<file path="src/rtl/picture_fetch.sv">
// Two-stage window fetch: addresses two image ROMs and composites over background.
// Optional build macro: PICTURE_FETCH_BORDER_EN (white 1-pixel ring on the window).
module picture_fetch #(
  parameter int X_POS  = 100,
  parameter int Y_POS  = 100,
  parameter int WIDTH  = 128,
  parameter int HEIGHT = 96
) (
  input  logic        clk,
  input  logic        rst,
  input  logic [10:0] hcount_in,
  input  logic [10:0] vcount_in,
  input  logic        hsync_in,
  input  logic        vsync_in,
  input  logic        hblnk_in,
  input  logic        vblnk_in,
  input  logic [11:0] rgb_bg_in,
  output logic [13:0] rom_addr,
  input  logic [11:0] rom_data1_in,
  input  logic [11:0] rom_data2_in,
  output logic [10:0] hcount_out,
  output logic [10:0] vcount_out,
  output logic        hsync_out,
  output logic        vsync_out,
  output logic        hblnk_out,
  output logic        vblnk_out,
  output logic [11:0] rgb_out1,
  output logic [11:0] rgb_out2,
  output logic        in_window_out
);

  localparam logic [10:0] XL   = 11'(X_POS);
  localparam logic [10:0] XR   = 11'(X_POS + WIDTH - 1);
  localparam logic [10:0] YT   = 11'(Y_POS);
  localparam logic [10:0] YB   = 11'(Y_POS + HEIGHT - 1);
  localparam logic [13:0] LAST = 14'(WIDTH * HEIGHT - 1);

  logic        hit;
  logic [13:0] cnt;

  logic        hit1;
  logic [10:0] hc1;
  logic [10:0] vc1;
  logic        hs1;
  logic        vs1;
  logic        hb1;
  logic        vb1;
  logic [11:0] bg1;

  logic [11:0] rgb1_n;
  logic [11:0] rgb2_n;

  // Blanked pixels never hit, which also clips an off-screen window.
  assign hit = (hcount_in >= XL) && (hcount_in <= XR) &&
               (vcount_in >= YT) && (vcount_in <= YB) &&
               !hblnk_in && !vblnk_in;

`ifdef PICTURE_FETCH_BORDER_EN
  logic ring;
  logic ring1;

  assign ring = hit && ((hcount_in == XL) || (hcount_in == XR) ||
                        (vcount_in == YT) || (vcount_in == YB));

  // Ring flag travels alongside the stage-1 hit.
  always_ff @(posedge clk or negedge rst) begin
    if (!rst) ring1 <= 1'b0;
    else      ring1 <= ring;
  end
`endif

  // Linear pixel counter: cleared every vblank, saturates at the last pixel.
  always_ff @(posedge clk or negedge rst) begin
    if (!rst)                     cnt <= '0;
    else if (vblnk_in)            cnt <= '0;
    else if (hit && cnt != LAST)  cnt <= cnt + 14'd1;
  end

  // Stage 1: register hit, timing, position, background and ROM address.
  always_ff @(posedge clk or negedge rst) begin
    if (!rst) begin
      hit1     <= 1'b0;
      hc1      <= '0;
      vc1      <= '0;
      hs1      <= 1'b0;
      vs1      <= 1'b0;
      hb1      <= 1'b0;
      vb1      <= 1'b0;
      bg1      <= '0;
      rom_addr <= '0;
    end else begin
      hit1     <= hit;
      hc1      <= hcount_in;
      vc1      <= vcount_in;
      hs1      <= hsync_in;
      vs1      <= vsync_in;
      hb1      <= hblnk_in;
      vb1      <= vblnk_in;
      bg1      <= rgb_bg_in;
      rom_addr <= cnt;
    end
  end

  // Pixel select: blanking wins, then window (ring, ROM), then background.
  always_comb begin
    rgb1_n = bg1;
    rgb2_n = bg1;
    if (hb1 || vb1) begin
      rgb1_n = 12'h000;
      rgb2_n = 12'h000;
    end else if (hit1) begin
      rgb1_n = rom_data1_in;
      rgb2_n = rom_data2_in;
`ifdef PICTURE_FETCH_BORDER_EN
      if (ring1) begin
        rgb1_n = 12'hFFF;
        rgb2_n = 12'hFFF;
      end
`endif
    end
  end

  // Stage 2: register every output.
  always_ff @(posedge clk or negedge rst) begin
    if (!rst) begin
      hcount_out    <= '0;
      vcount_out    <= '0;
      hsync_out     <= 1'b0;
      vsync_out     <= 1'b0;
      hblnk_out     <= 1'b0;
      vblnk_out     <= 1'b0;
      rgb_out1      <= '0;
      rgb_out2      <= '0;
      in_window_out <= 1'b0;
    end else begin
      hcount_out    <= hc1;
      vcount_out    <= vc1;
      hsync_out     <= hs1;
      vsync_out     <= vs1;
      hblnk_out     <= hb1;
      vblnk_out     <= vb1;
      rgb_out1      <= rgb1_n;
      rgb_out2      <= rgb2_n;
      in_window_out <= hit1;
    end
  end

endmodule

</file>
<file path="config.mk">
export PLATFORM = sky130hd
export DESIGN_NAME = picture_fetch
export DESIGN_NICKNAME = d
export VERILOG_FILES = /design/src/rtl/picture_fetch.sv
export SDC_FILE = /design/constraint.sdc
export NUM_CORES = 1
export LEC_CHECK = 0
export ABC_AREA = 1
export CAP_MARGIN = 20
export CORE_MARGIN = 2
export CORE_UTILIZATION = 35
export DETAILED_ROUTE_END_ITERATION = 8
export GPL_ROUTABILITY_DRIVEN = 1
export PLACE_DENSITY_LB_ADDON = 0.15
export SYNTH_ARGS = -nofsm -noshare
export SYNTH_HDL_FRONTEND = slang
export SYNTH_SLANG_ARGS = --single-unit
</file>
<file path="constraint.sdc">
create_clock -name clk -period 2 [get_ports clk]
set_input_delay 0.2 -clock clk [delete_from_list [all_inputs] [get_ports clk]]
set_output_delay 0.2 -clock clk [all_outputs]
set_load 0.05 [all_outputs]
</file>
==> results of run 1 <==
-- registers in the layout, indices dropped and copies added (netlist names), 11 cells and up --
name	cells
cnt	14
rom_addr	14
bg1	12
rgb_out1	12
rgb_out2	12
hc1	11
hcount_out	11
vc1	11
vcount_out	11
-- cells by family after synthesis --
family	Yosys count	share of synthesized area (%)
AND/OR/NAND/NOR	156	17.7
adder cells (fa/ha/maj)	1	0.312
buffers and inverters	41	4.15
XOR/XNOR	3	0.656
AO/OA/AOI/OAI	27	3.50
flip-flops	118	73.7
-- report_power, final --
group | internal, W | leakage (nW) | switching, W
registers | 0.00247 | 1.49 | 0.0000209
clock network | 0.00200 | 0.290 | 0.00109
logic | 0.000209 | 1.06 | 0.000293
total | 0.00468 | 2.84 | 0.00141
-- cells in the mapped netlist --
cell	n	area share, %
a21oi_1	25	3.1
and2_1	1	0.16
buf_2	4	0.50
buf_6	1	0.28
clkbuf_1	8	0.75
clkinv_1	1	0.094
dfrtp_1	118	74
ha_1	1	0.31
inv_1	23	2.2
inv_2	4	0.37
nand2_1	86	8.1
nand2_2	1	0.16
nand2_4	1	0.28
nand3_1	27	3.4
nand3_2	1	0.25
nand4_1	14	2.2
nand4_4	1	0.53
nor2_1	21	2.0
nor2_2	1	0.16
nor3_4	1	0.41
o21bai_1	2	0.37
or2_1	1	0.16
xnor2_1	1	0.22
xor2_1	2	0.44
-- how the worst min path moves through the flow --
stage                      start              to  cells past startpoint
global route        rgb_bg_in[9]          bg1[9]                      1
detailed placement           rst  hcount_out[10]                      1
CTS                 rgb_bg_in[3]          bg1[3]                      1
global placement             rst             hs1                      1
finish              rgb_bg_in[4]          bg1[4]                      1
floorplan                    rst          bg1[0]                      0
-- worst max-delay path: stages (launching register included) --
cell and delay (ps):
dfrtp_1 410, ha_1 230, nand3_2 120, nor3_4 220
nand4_4 270, nand2_4 270, nand3_1 100, nand2_1 90
-- metal layers --
| metal | vias up | global-route usage (%) | wire [microns] |
|---|---|---|---|
| met5 | - | 0 | 0 |
| met4 | 0 | 6.50 | 146 |
| met3 | 14 | 5.80 | 548 |
| met2 | 107 | 25.1 | 4420 |
| met1 | 1370 | 20.3 | 3960 |
| li1 | 1400 | - | - |
-- per-stage QoR --
step | util [%] | power, W | setup slack [ps] | hold slack, ps
finish | 54.4 | 0.00609 | 217 | 229
global route | 54.4 | 0.00630 | 56.1 | 217
CTS | 54.4 | 0.00617 | 213 | 216
detailed placement | 48.9 | 0.00304 | 250 | 206
global placement | 48.9 | 0.00304 | 295 | 200
floorplan | - | 0.00274 | 467 | -95.6
-- cell type report --
cell class | instances | area (sq um)
fillers | 1015 | 5140
flip-flops and latches | 118 | 2950
repair buffers | 140 | 1400
multi-input cells | 187 | 887
clock buffers | 18 | 439
well taps | 143 | 179
clock inverters | 14 | 176
inverters | 28 | 105
==> metrics.yaml, run 1 <==
numCtsBuffers: 17
cts_setup_buffers: 0
holdBufCountCts: 1
synth_seq_cells: 118
status: "completed"
antenna_left: 0
grt.overflow.total: 0
drc_errors: 0
rsz0062_at_grt: "false"
routed-via-count: 2891
clock_latency_ps: 410
dp_cells: 615
critPathMaxFanout: 14
fmax_mhz: 561
drtIter0Drc: 146
skew_ps: 10.1
maxCapViolCount: 0
syn_nets: 411
cp.required_ps: 2340
rows: 39
tightest_slew_ps: 828
final_area_sq_um: 6140
clock-sinks: 118
syn_inst: 346
cp.arrival_ps: 2130
routed_wl_mm: 9.07
coreArea_sq_um: 11300
worst-r2r-setup-slack_ps: 220
ys_seq_area_share_pct: 73.7
dpl_cell_area_sq_um: 5510
slew_viol_final: 0
fin_tns_setup_ps: 0
cts_tree: "built"
syn_area_sq_um: 4010
critPathLaunchType: "register"
slew_headroom_pct: 44.8
drive_above_1_share_pct: 10.7
clk_pin_slew_ps: 60
die_w_microns: 111
antenna_found_initial: 0
grt_max_degree: 39
reg2reg_to: "cnt[4]"
vias_per_cell: 4.46
grt.total_usage_pct: 16.0
critPathKind: "reg -> reg"
avgSynthCellArea_sq_um: 11.6
die_y_microns: 111
final_common_cell: "clkdlybuf4s50_1"
gp_congestion: 0.783
r2r_cells: 7
port_buffers: 128
nNetsFinal: 557
crit_end: "cnt[4]"
startpoint: "cnt[1]"
post-route-period-util_pct: 89.2
dp_hpwl_mm: 6.29
finalNonFillerCells: 648
grt_pass1_wl_mm: 15.3
io-pin-count: 129
dieArea_sq_um: 12300
cts_root_buf: "clkbuf_16"
cts.htree.levels: 4
start_util_pct: 35.5
antennaDiodeCount: 0
power.density_nw_per_um2: 993
postCtsResizedCells: 0
setup_violations: 0
cp-end-kind: "register"
dr.pass1.iters: 5
fin_crit_ps: 1780
hold_class: "in -> reg"
wl_per_cell_microns: 14.0
synth_cell_types: 24
syn_to_final_growth_pct: 53.2
yosys_warnings: 0
finalHoldViolCount: 0
grt_pass1_vias: 2985
most-common-layout-cells: "clkdlybuf4s50_1 (127), dfrtp_1 (118), nand2_1 (86)"
power.leakage_nw: 2.84
cts_buffer_depth: 2
rr_startpoint: "cnt[1]"
irDropWorstVdd_mv: 0.469
(Power assumes the default switching activity.)
==> run 2: changes to the inputs <==
- CORE_MARGIN: 2 -> not set
- SKIP_LAST_GASP: not set -> 1
==> metrics.yaml, run 2 (synthesized netlist as in run 1, its figures left out) <==
critPathKind: "reg -> reg"  # unchanged
critPathMaxFanout: 15  # was 14
wl_per_cell_microns: 13.4  # was 14.0 microns
biggestRegsByFlops: "cnt x14, rom_addr x14"  # unchanged
fin_crit_ps: 1790  # was 1780 ps
routed-via-count: 2843  # was 2,891
die_w_microns: 109  # was 111 microns
die_y_microns: 109  # was 111 microns
clock_latency_ps: 400  # was 410 ps
fin_tns_setup_ps: 0  # unchanged
grt_pass1_wl_mm: 13.4  # was 15.3 mm
antenna_left: 0  # unchanged
dr.pass1.iters: 4  # was 5
p_sw_w: 0.00138  # was 0.00141 W
vias_per_cell: 4.44  # was 4.46
critPathLaunchType: "register"  # unchanged
tightest_slew_ps: 812  # was 828 ps
hold_class: "in -> reg"  # unchanged
post-route-period-util_pct: 89.4  # was 89.2%
antennaDiodeCount: 0  # unchanged
start_util_pct: 36.5  # was 35.5%
coreArea_sq_um: 11000  # was 11,300 sq um
routed_wl_mm: 8.62  # was 9.07 mm
grt.overflow.total: 0  # unchanged
clock_power_share_pct: 51.0  # was 50.8%
finalCoreUtilization_pct: 55.7  # was 54.4%
multi_input_area_sq_um: 896  # was 887 sq um
combPwrFrac_pct: 8.2  # about the same
drc_errors: 0  # unchanged
maxCapViolCount: 0  # unchanged
rsz0062_at_grt: "false"  # unchanged
internal_power_w: 0.00472  # was 0.00468 W
seq_area_sq_um: 2950  # unchanged
slew_headroom_pct: 45.8  # was 44.8%
drive_above_1_share_pct: 9.98  # was 10.7%
clk_pin_slew_ps: 60  # about the same
n_fill_cell: 950  # was 1,015
drtIter0Drc: 141  # was 146
nNetsFinal: 553  # was 557
cts_buffer_depth: 2  # unchanged
grt_max_degree: 43  # was 39
rows: 38  # was 39
power.leakage_nw: 2.84  # about the same
slew_viol_final: 0  # unchanged
cts_tree: "built"  # unchanged
setup_violations: 0  # unchanged
cp-end-kind: "register"  # unchanged
final_common_cell: "clkdlybuf4s50_1"  # unchanged
worst-r2r-setup-slack_ps: 210  # was 220 ps
cts_root_buf: "clkbuf_16"  # unchanged
numCtsBuffers: 17  # unchanged
fmax_mhz: 559  # was 561 MHz
dieArea_sq_um: 11900  # was 12,300 sq um
skew_ps: 6.50  # was 10.1 ps
grt_pass1_vias: 2724  # was 2,985
status: "completed"  # unchanged
cp.required_ps: 2340  # about the same
cts.htree.levels: 4  # unchanged
gp_congestion: 0.770  # was 0.783
antenna_found_initial: 0  # unchanged
power.density_nw_per_um2: 997  # was 993 nW/um^2
grt.total_usage_pct: 15.5  # was 16.0%
cts_setup_buffers: 0  # unchanged
irDropWorstVdd_mv: 0.440  # was 0.469 mV
p_seq_share_pct: 40.9  # about the same
syn_to_final_growth_pct: 52.8  # was 53.2%
clock-sinks: 118  # unchanged
dp_hpwl_mm: 6.00  # was 6.29 mm
cp.arrival_ps: 2130  # about the same
swShare_pct: 22.7  # was 23.1%
finalHoldViolCount: 0  # unchanged
io-pin-count: 129  # unchanged
port_buffers: 128  # unchanged
most-common-layout-cells: "clkdlybuf4s50_1 (127), dfrtp_1 (118), nand2_1 (86)"  # unchanged
-- run 2: path summary, 6_finish.rpt --
check                                endpoint  cells past startpoint          from
worst max-delay path                   cnt[3]                      7        cnt[1]
worst min-delay path                   hc1[0]                      1  hcount_in[0]
worst max register to register         cnt[3]                      7        cnt[1]
worst min register to register  vcount_out[8]                      0        vc1[8]
max in group asynchronous        rom_addr[13]                      3           rst
min in group asynchronous       hcount_out[0]                      2           rst
-- run 2: cell type report --
class	count	share of cell area, %
sequential	118	48.2
timing repair buffer	136	22.3
multi-input combinational	187	14.6
clock buffer	19	7.40
tap	140	2.86
clock inverter	13	2.84
inverter	28	1.72
-- run 2: critical path, stage by stage (launching register included) --
cell	delay [ps]
dfrtp_1	400
ha_1	230
nand3_2	150
nor3_4	230
nand4_4	310
nand2_8	230
nand3_1	80
nand2_1	100
-- run 2: per-layer routing --
metal	global-route usage [%]	vias to the layer above	wire length, microns
li1	-	1401	-
met2	24.7	102	4150
met4	8.11	0	182
met3	5.26	14	661
met5	0	-	0
met1	18.7	1326	3630
-- run 2: power groups by stage --
stage / Combinational, W / Clock (W) / Sequential, W
final: 0.000497 / 0.00311 / 0.00249
after global routing: 0.000529 / 0.00331 / 0.00250
after CTS: 0.000505 / 0.00318 / 0.00250
after detailed placement: 0.000501 / 0 / 0.00254
after global placement: 0.000498 / 0 / 0.00253
after floorplan: 0.0000433 / 0 / 0.00270
-- run 2: per-stage QoR --
stage | worst slack, ps | total power, W | instances | hold slack (ps) | instance area (sq um)
after floorplan | 467 | 0.00274 | 346 | -95.6 | 4010
after global placement | 257 | 0.00303 | 608 | 219 | 5480
after detailed placement | 226 | 0.00304 | 608 | 218 | 5480
after CTS | 200 | 0.00618 | 641 | 216 | 6110
after global routing | 14.0 | 0.00634 | 641 | 208 | 6120
final | 212 | 0.00610 | 641 | 234 | 6120
-- run 2: what timing repair did --
| item | in CTS | in global routing |
|---|---|---|
| endpoints found under the setup margin | 0 | 4 |
| hold buffers | 1 | 0 |
| resized for setup | 0 | 1 |
| endpoints found under the hold margin | 39 | 0 |
